### config.mk
export PLATFORM = sky130hd
export DESIGN_NAME = fetch_ctrl
export DESIGN_NICKNAME = d
export VERILOG_FILES = /design/src/rtl/fetch_pkg.sv /design/src/rtl/ret_stack.sv /design/src/rtl/fetch_ctrl.sv
export SDC_FILE = /design/constraint.sdc
export NUM_CORES = 1
export LEC_CHECK = 0
export ABC_AREA = 1
export CAP_MARGIN = 10
export CORE_UTILIZATION = 57
export DETAILED_ROUTE_END_ITERATION = 10
export GPL_ROUTABILITY_DRIVEN = 0
export PLACE_DENSITY = 0.83
export REMOVE_ABC_BUFFERS = 1
export SYNTH_ARGS = -nofsm -noshare
export SYNTH_HDL_FRONTEND = slang
export SYNTH_SLANG_ARGS = --single-unit
### constraint.sdc
create_clock -name clk -period 6.69 [get_ports clk]
set_input_delay 1.6725 -clock clk [delete_from_list [all_inputs] [get_ports clk]]
set_output_delay 1.6725 -clock clk [all_outputs]
set_load 0.03 [all_outputs]
### src/rtl/fetch_pkg.sv
`default_nettype none
// ---------------------------------------------------------------------------
// fetch_pkg: shared encodings and defaults for the fetch sequencer. Rev 1.0
// ---------------------------------------------------------------------------
package fetch_pkg;

  localparam int DEFAULT_ADDR_W  = 8;
  localparam int DEFAULT_INSTR_W = 24;

  localparam logic [1:0] BR_JUMP = 2'b00;
  localparam logic [1:0] BR_CALL = 2'b01;
  localparam logic [1:0] BR_RET  = 2'b10;
  localparam logic [1:0] BR_HALT = 2'b11;

  typedef enum logic [1:0] {
    ST_HALT = 2'd0,
    ST_RUN  = 2'd1,
    ST_DONE = 2'd2
  } state_t;

endpackage
`default_nettype wire

### src/rtl/ret_stack.sv
`default_nettype none
// ---------------------------------------------------------------------------
// ret_stack: DEPTH x WIDTH LIFO; push when full / pop when empty are ignored.
// Rev 1.0
// ---------------------------------------------------------------------------
module ret_stack #(
  parameter int DEPTH = 4,
  parameter int WIDTH = 8
) (
  input  logic             clk,
  input  logic             rst,
  input  logic             push,
  input  logic             pop,
  input  logic [WIDTH-1:0] din,
  output logic [WIDTH-1:0] top,
  output logic             full,
  output logic             empty
);

  localparam int AW = $clog2(DEPTH);

  logic [WIDTH-1:0] mem [DEPTH];
  logic [AW:0]      sp;
  logic [AW-1:0]    top_idx;

  assign top_idx = AW'(sp - (AW+1)'(1));
  assign top     = mem[top_idx];
  assign full    = (sp == (AW+1)'(DEPTH));
  assign empty   = (sp == '0);

  always_ff @(posedge clk) begin
    if (rst) begin
      sp <= '0;
    end else if (push && !full) begin
      sp <= sp + (AW+1)'(1);
    end else if (pop && !empty) begin
      sp <= sp - (AW+1)'(1);
    end
  end

  // Storage needs no reset: sp alone defines which entries are live.
  always_ff @(posedge clk) begin
    if (push && !full) begin
      mem[sp[AW-1:0]] <= din;
    end
  end

endmodule
`default_nettype wire

### src/rtl/fetch_ctrl.sv
`default_nettype none
// ---------------------------------------------------------------------------
// fetch_ctrl: pc/FSM, 1-cycle ROM read tracking, 2-entry output FIFO, RAS.
// Rev 1.0
// ---------------------------------------------------------------------------
module fetch_ctrl
  import fetch_pkg::*;
#(
  parameter int ADDR_W    = DEFAULT_ADDR_W,
  parameter int INSTR_W   = DEFAULT_INSTR_W,
  parameter int LAST_ADDR = 254,
  parameter int RAS_DEPTH = 4
) (
  input  logic               clk,
  input  logic               rst,
  output logic [ADDR_W-1:0]  rom_addr,
  input  logic [INSTR_W-1:0] rom_data,
  output logic [INSTR_W-1:0] instr,
  output logic [ADDR_W-1:0]  instr_pc,
  output logic               instr_valid,
  input  logic               instr_ready,
  input  logic               br_valid,
  input  logic [1:0]         br_op,
  input  logic [ADDR_W-1:0]  br_target,
  input  logic               run,
  output logic               halted,
  output logic               ras_err
);

  localparam logic [ADDR_W-1:0] LAST = ADDR_W'(LAST_ADDR);

  state_t              state;
  logic [ADDR_W-1:0]   pc, pend_pc;
  logic                pend;
  logic                slot0_valid, slot1_valid;
  logic [INSTR_W-1:0]  slot0_data, slot1_data;
  logic [ADDR_W-1:0]   slot0_pc, slot1_pc;

  logic                n0_valid, n1_valid;
  logic [INSTR_W-1:0]  n0_data, n1_data;
  logic [ADDR_W-1:0]   n0_pc, n1_pc;

  logic                transfer, redirect, issue;
  logic [1:0]          occ_next;
  logic                ras_push, ras_pop, ras_full, ras_empty;
  logic [ADDR_W-1:0]   ras_top, ret_addr;

  assign transfer = slot0_valid & instr_ready;
  assign redirect = br_valid & transfer;
  // Occupancy once this cycle's pop and returning read have both settled.
  assign occ_next = 2'(slot0_valid) + 2'(slot1_valid) + 2'(pend) - 2'(transfer);
  assign issue    = (state == ST_RUN) && !redirect && (occ_next < 2'd2);

  assign rom_addr    = pc;
  assign instr       = slot0_data;
  assign instr_pc    = slot0_pc;
  assign instr_valid = slot0_valid;
  assign halted      = (state != ST_RUN);
  assign ret_addr    = slot0_pc + ADDR_W'(1);

  assign ras_push = redirect && (br_op == BR_CALL) && !ras_full;
  assign ras_pop  = redirect && (br_op == BR_RET) && !ras_empty;

  ret_stack #(
    .DEPTH (RAS_DEPTH),
    .WIDTH (ADDR_W)
  ) u_ras (
    .clk   (clk),
    .rst   (rst),
    .push  (ras_push),
    .pop   (ras_pop),
    .din   (ret_addr),
    .top   (ras_top),
    .full  (ras_full),
    .empty (ras_empty)
  );

  always_comb begin
    n0_valid = slot0_valid;
    n0_data  = slot0_data;
    n0_pc    = slot0_pc;
    n1_valid = slot1_valid;
    n1_data  = slot1_data;
    n1_pc    = slot1_pc;
    if (transfer) begin
      n0_valid = slot1_valid;
      n0_data  = slot1_data;
      n0_pc    = slot1_pc;
      n1_valid = 1'b0;
    end
    if (pend) begin
      if (!n0_valid) begin
        n0_valid = 1'b1;
        n0_data  = rom_data;
        n0_pc    = pend_pc;
      end else begin
        n1_valid = 1'b1;
        n1_data  = rom_data;
        n1_pc    = pend_pc;
      end
    end
  end

  always_ff @(posedge clk) begin
    if (rst) begin
      state       <= ST_HALT;
      pc          <= '0;
      pend        <= 1'b0;
      pend_pc     <= '0;
      slot0_valid <= 1'b0;
      slot1_valid <= 1'b0;
      slot0_data  <= '0;
      slot1_data  <= '0;
      slot0_pc    <= '0;
      slot1_pc    <= '0;
      ras_err     <= 1'b0;
    end else if (redirect) begin
      // Flush everything, including the read still in flight.
      slot0_valid <= 1'b0;
      slot1_valid <= 1'b0;
      pend        <= 1'b0;
      unique case (br_op)
        BR_JUMP: begin
          pc    <= br_target;
          state <= ST_RUN;
        end
        BR_CALL: begin
          pc    <= br_target;
          state <= ST_RUN;
          if (ras_full) ras_err <= 1'b1;
        end
        BR_RET: begin
          pc    <= ras_empty ? '0 : ras_top;
          state <= ST_RUN;
          if (ras_empty) ras_err <= 1'b1;
        end
        BR_HALT: begin
          pc    <= ret_addr;
          state <= ST_HALT;
        end
      endcase
    end else begin
      slot0_valid <= n0_valid;
      slot0_data  <= n0_data;
      slot0_pc    <= n0_pc;
      slot1_valid <= n1_valid;
      slot1_data  <= n1_data;
      slot1_pc    <= n1_pc;
      pend        <= issue;
      if (issue) pend_pc <= pc;
      if (state == ST_HALT && run) state <= ST_RUN;
      if (issue) begin
        if (pc >= LAST) state <= ST_DONE;
        else            pc    <= pc + ADDR_W'(1);
      end
    end
  end

endmodule
`default_nettype wire

==> results of run 1 <==
-- per-layer routing --
| layer | up-vias | wire length, um | track usage, % |
|---|---|---|---|
| met5 | - | 0 | 0 |
| met4 | 0 | 237 | 11.15 |
| met3 | 30 | 954 | 6.004 |
| met2 | 217 | 7060 | 49.92 |
| met1 | 2425 | 5864 | 36.08 |
| li1 | 2542 | - | - |
-- per-stage QoR --
step	util (%)	cell area (um2)	instances	hold WS [ns]	total power, mW
floorplan	-	5420	682	0.4502	0.9526
finish	74.15	6982	926	0.4693	1.907
detailed placement	68.05	6407	894	0.4670	1.051
CTS	74.15	6982	926	0.4787	1.910
global route	74.15	6982	926	0.4959	1.972
global placement	68.05	6407	894	0.4569	1.045
-- flip-flops by register name, indices dropped and copies added, names as in the netlist --
name / cells
instr_pc: 8
rom_addr: 8
u_ras.sp: 3
instr: 24
pend_pc: 8
state: 2
slot1_valid: 1
slot1_pc: 8
instr_valid: 1
u_ras.mem: 32
ras_err: 1
pend: 1
slot1_data: 24
-- logic make-up (layout without fill, tap and decap cells) --
| group | after synthesis | count (layout) | share of synthesized area, % |
|---|---|---|---|
| flops | 121 | 121 | 48.66 |
| xor+xnor | 6 | 6 | 0.9323 |
| compound gates | 179 | 179 | 17.65 |
| simple gates | 300 | 300 | 22.31 |
| fa+ha+maj | 10 | 10 | 2.220 |
| buf+inv | 104 | 181 | 8.235 |
-- synthesized netlist by cell type (2+ instances only) --
master    number
nor2_1       121
nand2_1      112
o21ai_0       94
dfxtp_1       89
inv_1         63
nand3_1       45
edfxtp_1      32
a21oi_1       30
o22ai_1       23
o211ai_1      21
buf_2         16
clkbuf_1      12
ha_1          10
o21ai_1        8
nand2_2        6
nand4_1        5
buf_6          4
xor2_1         4
and2_1         3
buf_4          3
inv_2          3
nand3_2        2
nor2_2         2
xnor2_1        2
-- cell type report --
class                   count  area, um2
well taps                 129      161.4
clock inverters             9      60.06
flip-flops and latches    121       2743
fillers                   671       2434
repair buffers             83      825.8
inverters                  66      247.7
clock buffers              23      514.2
multi-input cells         495       2430
-- critical path, delay by kind of cell --
family | cells | cell delay [ns]
buf+inv | 4 | 1.08
simple gates | 11 | 1.41
fa+ha+maj | 2 | 0.55
-- power groups by stage --
stage / combinational (mW) / sequential (mW) / clock (mW)
2_1_floorplan: 0.0993 / 0.853 / 0
6_report: 0.235 / 0.807 / 0.865
3_3_place_gp: 0.225 / 0.821 / 0
3_5_place_dp: 0.230 / 0.821 / 0
4_1_cts: 0.233 / 0.806 / 0.871
5_1_grt: 0.256 / 0.810 / 0.906
-- how the worst max path moves through the flow --
stage                            from                  endpoint  slack (ns)
final                     instr_ready  rom_addr[7]$_SDFFE_PP0P_        2.35
after global routing      instr_ready  rom_addr[7]$_SDFFE_PP0P_        2.04
after detailed placement  instr_ready  rom_addr[7]$_SDFFE_PP0P_        1.87
after global placement    instr_ready  rom_addr[7]$_SDFFE_PP0P_        1.94
after CTS                 instr_ready  rom_addr[7]$_SDFFE_PP0P_        2.39
after floorplan           instr_ready  rom_addr[7]$_SDFFE_PP0P_        2.63
==> impl_metrics.toml, run 1 <==
[placement]
port_buffers = 81
dp_slack_ns = 1.866
hpwl_mm = 8.770

[synth]
syn_area_per_cell_um2 = 7.829
ys.flop_type = "dfxtp_1"
ys_seq_area_share_pct = 48.66
ys_ff_latch = 121
synth.distinct_cells = 34
synth_area_leaders = "dfxtp_1 (32%), edfxtp_1 (17%), o21ai_0 (8.3%), nor2_1 (8.1%), nand2_1 (7.5%)"
synth-edff-count = 32
netlist_instances = 720
yosys_warnings = 0
async_reset_ff_share_pct = 0
synth_top_area_cell = "dfxtp_1"
synth_top_area_share_pct = 31.61
synth_area_mm2 = 0.005637

[cts]
root_buffer = "clkbuf_8"
cts_buffer_depth = 2
htreeDepth = 4
post_cts_buffers = 0
tritoncts = "built"
path_clk_slew_ns = 0.06
cts.sink_count = 121
ctsHoldBuffers = 0
cts_buffers = 17
cts_resized = 0
worstSkewPairLatency_ns = 0.52

[critical_path]
slowest_delay_ns = 0.57
r2r-end = "u_ras.mem[3][0]$_DFFE_PP_"
path_cells = "clkdlybuf4s50_1 -> nand2_2 -> inv_2 -> buf_4 -> ha_1 -> inv_1 -> ha_1 -> nand2_1 -> nand2_1 -> nand2_1 -> nand2_1 -> nor2_2 -> nand2_2 -> nand2_2 -> nand2_1 -> nor2_1 -> nor2_1"
crit_top_cell = "nand2_1"
cp-end-kind = "flop"
worstPathMaxFanout = 58
crit_required_ns = 7.10
r2r-start = "u_ras.sp[0]$_SDFFE_PP0P_"
path_class = "input port to flop"
worstPathArrival_ns = 4.75
critPathLaunchType = "input port"
ff2ff_path_depth = 7
rrSetupSlack_ns = 3.57
critPathSlowestCell = "nor2_2"

[routing]
drtAntennaViolNets = 0
drtIter0Drc = 332
drt-total-wl_mm = 14.12
drt_first_pass_iters = 5
vias = 5214
routed_via_density = 5.631
drc = 0
wl_per_cell_um = 15.24

[sta]
setup_slack_ns = 2.349
period_minus_slack_ns = 4.341
hold_viol = 0
setup_viol = 0
tns_ns = 0
max_freq_ghz = 0.2303
drv_slew = 0
relSlewSlack_pct = 32.06
tightest_slew_ns = 1.018
skew_ns = 0.01061
rsz0062_at_grt = "no"
post-route-period-util_pct = 64.90

[run]
max_cap_viol_count = 0

[cells_and_area]
layout-drive-gt1-share_pct = 6.399
final_common_cell = "nor2_1"
syn_to_final_growth_pct = 23.86
layout_common_cells = "nor2_1 (121), nand2_1 (112), o21ai_0 (94)"
antenna_cells = 0
num-nets-final = 833

[pwr]
p_int_mw = 1.409
comb_power_share_pct = 12.3
clkPwrFrac_pct = 45.4
seqPwrFrac_pct = 42.3
swShare_pct = 26.09
powerDensity_mw_per_mm2 = 273.1
p_switching_uw = 497.5
p_leak_nw = 2.657
ir_drop_mv = 0.2036

[floorplanning]
start_util_pct = 59.87
die_w_um = 101.4
coreArea_mm2 = 0.009415
die_h_um = 101.4
core.rowCount = 35
dieArea_mm2 = 0.01029
ioPinCount = 82

[global_route]
antenna_found_initial = 0
grt_pass1_vias = 4831
grt_usage_pct = 29.10
overflow = 0
grt_max_degree = 61
grt_pass1_wl_mm = 23.05

[min_path]
hold_depth = 2
hp-class = "flop to flop"
worstHoldEndpoint = "ras_err$_SDFFE_PP0P_"
min_from = "ras_err$_SDFFE_PP0P_"

[outcome]
status = "finished, final reports clean"
Note: power is estimated with default switching activity, not from simulation.
==> run 2: changes to the inputs <==
--- a/config.mk
+++ b/config.mk
@@ -7,10 +7,10 @@
 export LEC_CHECK = 0
 export ABC_AREA = 1
 export CAP_MARGIN = 10
-export CORE_UTILIZATION = 57
+export CORE_UTILIZATION = 49
 export DETAILED_ROUTE_END_ITERATION = 10
 export GPL_ROUTABILITY_DRIVEN = 0
-export PLACE_DENSITY = 0.83
+export PLACE_DENSITY = 0.76
 export REMOVE_ABC_BUFFERS = 1
 export SYNTH_ARGS = -nofsm -noshare
 export SYNTH_HDL_FRONTEND = slang
==> constraint.sdc (replaced) <==
create_clock -name clk -period 3.5 [get_ports clk]
set_input_delay 0.875 -clock clk [delete_from_list [all_inputs] [get_ports clk]]
set_output_delay 0.875 -clock clk [all_outputs]
set_load 0.03 [all_outputs]
==> run 2 against run 1 <==
Effect of this change:
- cell count rose by 2.3%
- die area rose by 16%
- clock skew fell by 0.0041 ns
- routed wire length rose by 1.7%
- via count fell by 0.21%
- first-iteration DRC count rose by 11%
- register-to-register slack got worse by 2.4 ns
- clock-buffer cell count fell by 4
- largest power group unchanged
- highest routed layer unchanged
==> impl_metrics.toml, run 2 (synthesis gave the netlist of run 1 again) <==
[outcome]
status = "finished, final reports clean"

[routing]
routed_via_density = 5.494
drt_first_pass_iters = 7
vias = 5203
drt-total-wl_mm = 14.35
drtAntennaViolNets = 0
wl_per_cell_um = 15.15
drtIter0Drc = 367
drc = 0

[global_route]
grt_max_degree = 57
grt_busiest_layer = "met2"
grt_pass1_wl_mm = 23.26
overflow = 0
grt_usage_pct = 25.28
grt_pass1_vias = 4866
grt_use_met3_pct = 5.798
antenna_found_initial = 0
met1_usage_pct = 31.47
use_met2_pct = 43.17

[pwr]
p_int_mw = 2.862
comb_power_share_pct = 12.0
power.total_mw = 3.807
p_switching_uw = 945.8
p_leak_nw = 2.713
swShare_pct = 24.84
ir_drop_mv = 0.3237
seqPwrFrac_pct = 40.6
clkPwrFrac_pct = 47.5
powerDensity_mw_per_mm2 = 535.8

[sta]
post-route-period-util_pct = 79.35
period_minus_slack_ns = 2.777
drv_slew = 0
hold_viol = 0
max_freq_ghz = 0.3601
rsz0062_at_grt = "no"
tightest_slew_ns = 1.052
tns_ns = 0
setup_slack_ns = 0.7227
skew_ns = 0.006496
relSlewSlack_pct = 29.78
setup_viol = 0
holdWs_ns = 0.4754

[min_path]
hp-class = "flop to flop"

[critical_path]
path_class = "input port to flop"
slowest_delay_ns = 0.49
worstPathArrival_ns = 3.07
critPathLaunchType = "input port"
crit_required_ns = 3.80
worst_path_dominant_cell_family = "buffers and inverters"
critPathSlowestCell = "clkdlybuf4s50_1"
cp-end-kind = "flop"
cp_num_buf_inv = 5
crit_top_cell = "nand2_1"
worstPathMaxFanout = 14
path_cells = "clkdlybuf4s50_1 -> nand2_2 -> inv_2 -> ha_1 -> inv_1 -> ha_1 -> nand2_1 -> nand2_1 -> nand2_1 -> nand2_1 -> nor2_2 -> buf_4 -> inv_1 -> nor2_1 -> nor2_1"

[cells_and_area]
layout_common_cells = "nor2_1 (121), nand2_1 (112), o21ai_0 (94)"
num-nets-final = 843
syn_to_final_growth_pct = 26.06
antenna_cells = 0
final_area_mm2 = 0.007106
final_common_cell = "nor2_1"
largest_reg_flops = 32
layoutNonFillerInstCount = 947
fin_util_pct = 64.42
layout-drive-gt1-share_pct = 7.187

[floorplanning]
start_util_pct = 51.10
coreArea_mm2 = 0.01103
die_w_um = 109.3
die_h_um = 109.3
dieArea_mm2 = 0.01194
core.rowCount = 38
ioPinCount = 82

[run]
max_cap_viol_count = 0

[cts]
root_buffer = "clkbuf_16"
cts_buffers = 17
post_cts_buffers = 0
htreeDepth = 4
cts_resized = 0
path_clk_slew_ns = 0.05
cts_buffer_depth = 2
tritoncts = "built"
cts.sink_count = 121
ctsHoldBuffers = 0
worstSkewPairLatency_ns = 0.41

[placement]
place_area_mm2 = 0.006496
port_buffers = 81
post-place-cells = 915
hpwl_mm = 9.507
dp_slack_ns = 0.3208
[run 2: changes by cell type in the layout (fill, tap and decap cells not counted), sizes merged]
cell	previous run	this run
buf	2	12
bufinv	0	4
clkbuf	23	19
clkinv	6	4
clkinvlp	3	4
inv	66	67
[run 2: final timing paths]
check,slack (ns),end,start,depth (start not counted)
max,0.72,pend_pc[1]$_SDFFE_PP0P_,instr_ready,15
max reg2reg,1.21,rom_addr[3]$_SDFFE_PP0P_,u_ras.sp[0]$_SDFFE_PP0P_,11
min,0.48,ras_err$_SDFFE_PP0P_,ras_err$_SDFFE_PP0P_,2
min reg2reg,0.48,ras_err$_SDFFE_PP0P_,ras_err$_SDFFE_PP0P_,2
[run 2: power groups by stage]
| stage | sequential [mW] | combinational (mW) | clock [mW] |
|---|---|---|---|
| 3_5_place_dp | 1.57 | 0.450 | 0 |
| 3_3_place_gp | 1.57 | 0.439 | 0 |
| 2_1_floorplan | 1.63 | 0.190 | 0 |
| 5_1_grt | 1.55 | 0.496 | 1.88 |
| 6_report | 1.55 | 0.455 | 1.81 |
| 4_1_cts | 1.54 | 0.454 | 1.82 |
[run 2: layer usage]
layer	up-vias	routed length (um)
met5	-	0
met4	0	262
met3	28	857
met2	209	7015
met1	2408	6214
li1	2558	-
[run 2: worst register-to-register path, delay by kind of cell, from the launching register on]
| family | cells | cell delay (ns) |
|---|---|---|
| buf+inv | 3 | 0.67 |
| fa+ha+maj | 1 | 0.61 |
| simple gates | 6 | 0.56 |
| flops | 1 | 0.31 |
| compound gates | 1 | 0.09 |
[run 2: area by class of cell]
type,count,area (um2)
clock inverters,13,176.4
multi-input cells,495,2430
flip-flops and latches,121,2743
repair buffers,93,900.9
clock buffers,19,432.9
well taps,140,175.2
fillers,949,3925
inverters,66,247.7
